<file path="src/rtl/decode_issue_ctrl_pkg.sv">
// Shared definitions for the decode issue controller: NOP encoding, opcodes,
// instruction field positions, issue state and the slot A -> slot B RAW check.
package decode_issue_ctrl_pkg;

  localparam logic [31:0] NOP_INST   = 32'h00000013;

  localparam logic [6:0]  OPC_OP     = 7'b0110011;
  localparam logic [6:0]  OPC_STORE  = 7'b0100011;
  localparam logic [6:0]  OPC_BRANCH = 7'b1100011;

  localparam int OPC_LSB = 0;
  localparam int RD_LSB  = 7;
  localparam int RS1_LSB = 15;
  localparam int RS2_LSB = 20;

  typedef enum logic {PAIR, SPLIT} issue_state_e;

  // True when inst_b reads a register that inst_a writes in the same pair.
  function automatic logic raw_hazard(input logic [31:0] inst_a, input logic [31:0] inst_b);
    logic [6:0] opc_a;
    logic [6:0] opc_b;
    logic [4:0] rd_a;
    logic [4:0] rs1_b;
    logic [4:0] rs2_b;
    logic       a_writes;
    logic       b_uses_rs2;
    opc_a      = inst_a[OPC_LSB +: 7];
    opc_b      = inst_b[OPC_LSB +: 7];
    rd_a       = inst_a[RD_LSB +: 5];
    rs1_b      = inst_b[RS1_LSB +: 5];
    rs2_b      = inst_b[RS2_LSB +: 5];
    a_writes   = (opc_a != OPC_STORE) && (opc_a != OPC_BRANCH);
    b_uses_rs2 = (opc_b == OPC_OP) || (opc_b == OPC_STORE) || (opc_b == OPC_BRANCH);
    return (rd_a != 5'd0) && a_writes &&
           ((rs1_b == rd_a) || (b_uses_rs2 && (rs2_b == rd_a)));
  endfunction

endpackage

</file>
<file path="src/rtl/decode_issue_ctrl_fifo.sv">
// issue_pair_fifo: show-ahead FIFO of fetched instruction pairs. The head
// entry is visible on pop_data whenever empty is low; flush empties it.
module issue_pair_fifo #(
  parameter int DEPTH = 4,
  parameter int WIDTH = 128
) (
  input  logic             clk,
  input  logic             rst_n,
  input  logic             flush,
  input  logic             push,
  input  logic [WIDTH-1:0] push_data,
  input  logic             pop,
  output logic [WIDTH-1:0] pop_data,
  output logic             full,
  output logic             empty
);

  localparam int AW = $clog2(DEPTH);

  logic [WIDTH-1:0] mem_reg [DEPTH];
  logic [AW-1:0]    wr_ptr_reg;
  logic [AW-1:0]    rd_ptr_reg;
  logic [AW:0]      count_reg;
  logic             do_push;
  logic             do_pop;

  assign full     = (count_reg == (AW+1)'(DEPTH));
  assign empty    = (count_reg == '0);
  assign do_push  = push && !full && !flush;
  assign do_pop   = pop && !empty && !flush;
  assign pop_data = mem_reg[rd_ptr_reg];

  // Storage write; contents need no reset since count gates visibility.
  always_ff @(posedge clk) begin
    if (do_push) mem_reg[wr_ptr_reg] <= push_data;
  end

  // Pointer and occupancy tracking; pointers wrap naturally at DEPTH.
  always_ff @(posedge clk or negedge rst_n) begin
    if (!rst_n) begin
      wr_ptr_reg <= '0;
      rd_ptr_reg <= '0;
      count_reg  <= '0;
    end else if (flush) begin
      wr_ptr_reg <= '0;
      rd_ptr_reg <= '0;
      count_reg  <= '0;
    end else begin
      if (do_push) wr_ptr_reg <= wr_ptr_reg + 1'b1;
      if (do_pop)  rd_ptr_reg <= rd_ptr_reg + 1'b1;
      case ({do_push, do_pop})
        2'b10:   count_reg <= count_reg + 1'b1;
        2'b01:   count_reg <= count_reg - 1'b1;
        default: count_reg <= count_reg;
      endcase
    end
  end

endmodule

</file>
<file path="src/rtl/decode_issue_ctrl.sv">
// decode_issue_ctrl: buffers fetched pairs and issues them to the dual-slot
// decoder, splitting a pair over two beats when slot B reads slot A's rd.
// Optional performance counters are built when ISSUE_PERF_CNT_EN is defined.
module decode_issue_ctrl
  import decode_issue_ctrl_pkg::*;
#(
  parameter int DEPTH = 4,
  parameter int XLEN  = 32
) (
  input  logic            clk,
  input  logic            rst_n,
  input  logic            fetch_valid,
  input  logic [XLEN-1:0] fetch_instA,
  input  logic [XLEN-1:0] fetch_instB,
  input  logic [XLEN-1:0] fetch_pcA,
  input  logic [XLEN-1:0] fetch_pcB,
  output logic            fetch_ready,
  input  logic            dec_ready,
  input  logic            flush,
  output logic [XLEN-1:0] dec_instA,
  output logic [XLEN-1:0] dec_instB,
  output logic [XLEN-1:0] dec_pcA,
  output logic [XLEN-1:0] dec_pcB,
  output logic            dec_validA,
  output logic            dec_validB,
  output logic            split_active
`ifdef ISSUE_PERF_CNT_EN
  ,
  output logic [31:0]     split_cnt,
  output logic [31:0]     stall_cnt
`endif
);

  localparam int PW = 4*XLEN;
  localparam logic [XLEN-1:0] NOP = XLEN'(NOP_INST);

  issue_state_e    state_reg;
  logic [XLEN-1:0] hold_inst_reg;
  logic [XLEN-1:0] hold_pc_reg;

  logic [PW-1:0]   fetch_pair;
  logic [PW-1:0]   fifo_rdata;
  logic [PW-1:0]   head_pair;
  logic            fifo_full;
  logic            fifo_empty;
  logic            out_valid;
  logic            stage_free;
  logic            show_hold;
  logic            take_new;
  logic            push;
  logic            bypass;
  logic            head_avail;
  logic            head_hazard;
  logic [XLEN-1:0] head_inst_a;
  logic [XLEN-1:0] head_inst_b;
  logic [XLEN-1:0] head_pc_a;
  logic [XLEN-1:0] head_pc_b;

  assign fetch_ready = !fifo_full;
  assign out_valid   = dec_validA || dec_validB;
  assign stage_free  = !out_valid || dec_ready;
  // While in SPLIT without split_active the held B is still waiting its turn.
  assign show_hold   = (state_reg == SPLIT) && !split_active;
  assign take_new    = stage_free && !show_hold;
  assign push        = fetch_valid && fetch_ready && !flush;
  // An empty FIFO lets the pushed pair go straight to the output stage.
  assign bypass      = take_new && fifo_empty;
  assign fetch_pair  = {fetch_instA, fetch_instB, fetch_pcA, fetch_pcB};
  assign head_pair   = fifo_empty ? fetch_pair : fifo_rdata;
  assign head_avail  = !fifo_empty || push;
  assign {head_inst_a, head_inst_b, head_pc_a, head_pc_b} = head_pair;
  assign head_hazard = raw_hazard(head_inst_a[31:0], head_inst_b[31:0]);

  issue_pair_fifo #(
    .DEPTH (DEPTH),
    .WIDTH (PW)
  ) u_fifo (
    .clk       (clk),
    .rst_n     (rst_n),
    .flush     (flush),
    .push      (push && !bypass),
    .push_data (fetch_pair),
    .pop       (take_new && !fifo_empty),
    .pop_data  (fifo_rdata),
    .full      (fifo_full),
    .empty     (fifo_empty)
  );

  // Issue FSM with registered slot outputs and the held second half of a split.
  always_ff @(posedge clk or negedge rst_n) begin
    if (!rst_n) begin
      state_reg     <= PAIR;
      hold_inst_reg <= NOP;
      hold_pc_reg   <= '0;
      dec_instA     <= NOP;
      dec_instB     <= NOP;
      dec_pcA       <= '0;
      dec_pcB       <= '0;
      dec_validA    <= 1'b0;
      dec_validB    <= 1'b0;
      split_active  <= 1'b0;
    end else if (flush) begin
      state_reg    <= PAIR;
      dec_instA    <= NOP;
      dec_instB    <= NOP;
      dec_pcA      <= '0;
      dec_pcB      <= '0;
      dec_validA   <= 1'b0;
      dec_validB   <= 1'b0;
      split_active <= 1'b0;
    end else if (stage_free) begin
      if (show_hold) begin
        // Held B moves to slot A so it observes slot A's mapping.
        dec_instA    <= hold_inst_reg;
        dec_pcA      <= hold_pc_reg;
        dec_validA   <= 1'b1;
        dec_instB    <= NOP;
        dec_pcB      <= '0;
        dec_validB   <= 1'b0;
        split_active <= 1'b1;
      end else if (head_avail) begin
        dec_instA    <= head_inst_a;
        dec_pcA      <= head_pc_a;
        dec_validA   <= 1'b1;
        split_active <= 1'b0;
        if (head_hazard) begin
          dec_instB     <= NOP;
          dec_pcB       <= '0;
          dec_validB    <= 1'b0;
          hold_inst_reg <= head_inst_b;
          hold_pc_reg   <= head_pc_b;
          state_reg     <= SPLIT;
        end else begin
          dec_instB  <= head_inst_b;
          dec_pcB    <= head_pc_b;
          dec_validB <= 1'b1;
          state_reg  <= PAIR;
        end
      end else begin
        dec_instA    <= NOP;
        dec_instB    <= NOP;
        dec_pcA      <= '0;
        dec_pcB      <= '0;
        dec_validA   <= 1'b0;
        dec_validB   <= 1'b0;
        split_active <= 1'b0;
        state_reg    <= PAIR;
      end
    end
  end

`ifdef ISSUE_PERF_CNT_EN
  logic split_evt;
  logic stall_evt;
  assign split_evt = !flush && take_new && head_avail && head_hazard;
  assign stall_evt = out_valid && !dec_ready;

  // Saturating event counters; flush deliberately leaves them alone.
  always_ff @(posedge clk or negedge rst_n) begin
    if (!rst_n) begin
      split_cnt <= '0;
      stall_cnt <= '0;
    end else begin
      if (split_evt && (split_cnt != 32'hFFFFFFFF)) split_cnt <= split_cnt + 1'b1;
      if (stall_evt && (stall_cnt != 32'hFFFFFFFF)) stall_cnt <= stall_cnt + 1'b1;
    end
  end
`endif

endmodule

</file>
<file path="config.mk">
export PLATFORM = sky130hd
export DESIGN_NAME = decode_issue_ctrl
export DESIGN_NICKNAME = d
export VERILOG_FILES = /design/src/rtl/decode_issue_ctrl_pkg.sv /design/src/rtl/decode_issue_ctrl_fifo.sv /design/src/rtl/decode_issue_ctrl.sv
export SDC_FILE = /design/constraint.sdc
export NUM_CORES = 1
export LEC_CHECK = 0
export CORE_MARGIN = 8
export CORE_UTILIZATION = 30
export CTS_CLUSTER_SIZE = 8
export DETAILED_ROUTE_END_ITERATION = 6
export GPL_TIMING_DRIVEN = 1
export PLACE_DENSITY = 0.53
export SYNTH_ARGS = -nofsm -noshare
export SYNTH_HDL_FRONTEND = slang
export SYNTH_SLANG_ARGS = --single-unit
export TNS_END_PERCENT = 50
</file>
<file path="constraint.sdc">
create_clock -name clk -period 10.5 [get_ports clk]
set_input_delay 2.1 -clock clk [delete_from_list [all_inputs] [get_ports clk]]
set_output_delay 2.1 -clock clk [all_outputs]
set_load 0.005 [all_outputs]
</file>
==> metrics.txt <==
vias per cell 4.95; FF+latch count, synth 715; dpl cell area 32800 µm²; dpl hpwl 50800 µm; Post-Syn Area per Cell 16.1 µm²; Post-Layout Inst Area 35800 µm²; Max VDD drop 0.166 mV; Worst Path Max Fanout 58; Setup Buffers After CTS 0; CP endpoint kind flip-flop; synthesis warning total 0; DRT Wirelength 85200 µm; Placer Congestion 0.763; htree depth 3; initial core utilization 0.301; I/O Buffers 264; final-report hold violation count 0; Final period util 0.538; Total Routing Usage GR 0.156; CTS tree done; setup TNS 0 ps; largest net degree at the start of global routing 105; Power Density 259 nW/µm²; Clock Path Buffers 3; Setup CP Type in -> reg; first-pass GRT wire length 125000 µm; Hold Buf Count CTS 0; Clock Pin Slew Worst Setup and Hold Paths 50 ps; Die Area 107000 µm²; top_reg_cell synth edfxtp_1; placed cell count 3242; Netlist cell types 58; critical path required time 11020 ps; static leakage 12.6 nW; Num CTS Buffers 100; CP bufs+invs 3; Synth Instances 1798; Post-synth EDFFs 512; Final min period 5650 ps; CP Launch Type input pin; slowest CP cell buf_4; row count 114; area of the multi-input gates 7900 µm²; Final Setup Violations 0; outcome completed; HP Class reg -> reg; ys async rst share 0.284; I/O pin count 265; post-synth net total 1936; layout cells sized above 1 0.157; storage element area 20500 µm²; fill count 9131; Slew HR 0.256; WL/cell 24.8 µm; most used cell, CP buf_4; remaining antenna violation count after routing 0; Resize count post-CTS 0; initial antenna violation count 14; Cell Area, Synth 28900 µm²; final total power 9.29 mW; post-synthesis sequential area ratio 0.708; vias in the first global route 18200; vias post-DR 17000; die height 326 µm; die width 326 µm; Layout Nets 2206; CTS Root Cell clkbuf_16; Slew Limit Fails 0; CP arrival 6170 ps; total congestion overflow 0; worst slew pin tran 1120 ps; clk_lat worst skew 670 ps; Post-Layout Cell Count 3437; initial DRC count 1347; max reg flops 512; max cap viols 0; Placeable Area 96100 µm²; CP max stage delay 800 ps; worst path cell trace clkdlybuf4s50_1, nor2_1, o21ai_4, buf_4, nand2b_2, nor2_8, buf_4, mux2_2; Layout area overhead 24.0%; Pre-Repair DR Iteration Count 5; crit-path leading delay family buffers and inverters; unrepaired setup endpoints after global routing no; clk sinks 715; DRC 0; Clock Skew 31.7 ps; fmax 0.177 GHz
-- cell usage in the layout, fill, tap and decap left out, drive strengths merged, types with 6 or more instances in the layout --
cell type	n
clkdlybuf4s50	263
nand2	299
mux2i	18
o21ai	34
mux2	50
mux4	131
edfxtp	512
xnor2	17
a32o	49
inv	8
nor2	78
a21oi	172
diode	6
clkbuf	182
dfrtp	194
dfstp	9
buf	24
xor2	17
nor3	8
o31ai	15
-- synthesized netlist by cell type (5+ instances only) --
cell type,count,area [µm²]
a21oi_1,172,861
a221o_1,5,50.1
a32o_1,49,490
and2_1,5,31.3
buf_1,16,60.1
buf_2,17,85.1
buf_6,7,78.8
clkbuf_1,74,278
dfrtp_1,194,4850
dfstp_2,9,236
edfxtp_1,512,15400
inv_1,5,18.8
mux2_1,8,90.1
mux2_4,40,601
mux2i_1,18,180
mux4_2,131,2950
nand2_1,299,1120
nand2b_1,5,31.3
nand3_1,5,25.0
nor2_1,77,289
nor3_1,8,40.0
o21ai_0,34,170
o31ai_1,15,113
xnor2_1,17,149
xor2_1,17,149
-- kinds of logic after synthesis --
logic type / share of synthesized area
muxes: 0.133
buffers and inverters: 0.0210
DFF: 0.708
and+or+nand+nor: 0.0594
adders and majority gates: 0.00242
xor gates and xnor gates: 0.0103
AOI/OAI and AO/OA: 0.0657
-- final timing paths --
kind / start / end / slack [ps] / depth (start not counted)
setup / recovery: flush / hold_pc_reg[8] / 4850 / 8
setup reg to reg: u_fifo.rd_ptr_reg[0] / hold_pc_reg[8] / 4930 / 9
hold reg to reg: dec_pcB[25] / dec_pcB[25] / 480 / 1
hold / removal: dec_pcB[25] / dec_pcB[25] / 480 / 1
min in group asynchronous: rst_n / dec_pcA[11] / 1430 / 1
max in group asynchronous: rst_n / u_fifo.rd_ptr_reg[1] / 7560 / 2
-- per-stage QoR --
stage / worst slack, ps / hold WS, ps / utilization
after floorplan: 4120 / 458 / -
after global placement: 4180 / 480 / 0.342
after detailed placement: 4130 / 476 / 0.342
after CTS: 4750 / 488 / 0.373
after global routing: 4640 / 501 / 0.373
final: 4850 / 485 / 0.373
-- report_power, final --
part           total, mW  internal (mW)  leakage, nW  switching, mW
combinational       2.49           1.13         3.90           1.36
sequential          3.74           3.42         7.29          0.317
clock               3.05           1.83         1.41           1.22
-- per-layer routing --
metal / part of all wire / global-route usage
met3: 0.063 / 0.0386
met2: 0.46 / 0.246
met5: 0.0015 / 0.00724
met1: 0.45 / 0.215
met4: 0.019 / 0.0438
-- layout make-up --
type	instances	share of cell area
multi-input combinational	959	0.220
clock inverter	7	0.00293
tap	1276	0.0446
antenna	6	0.000419
inverter	5	0.000524
timing repair buffer	287	0.0797
clock buffer	182	0.0802
sequential	715	0.571
No activity file was read; power rests on OpenSTA's default activity.
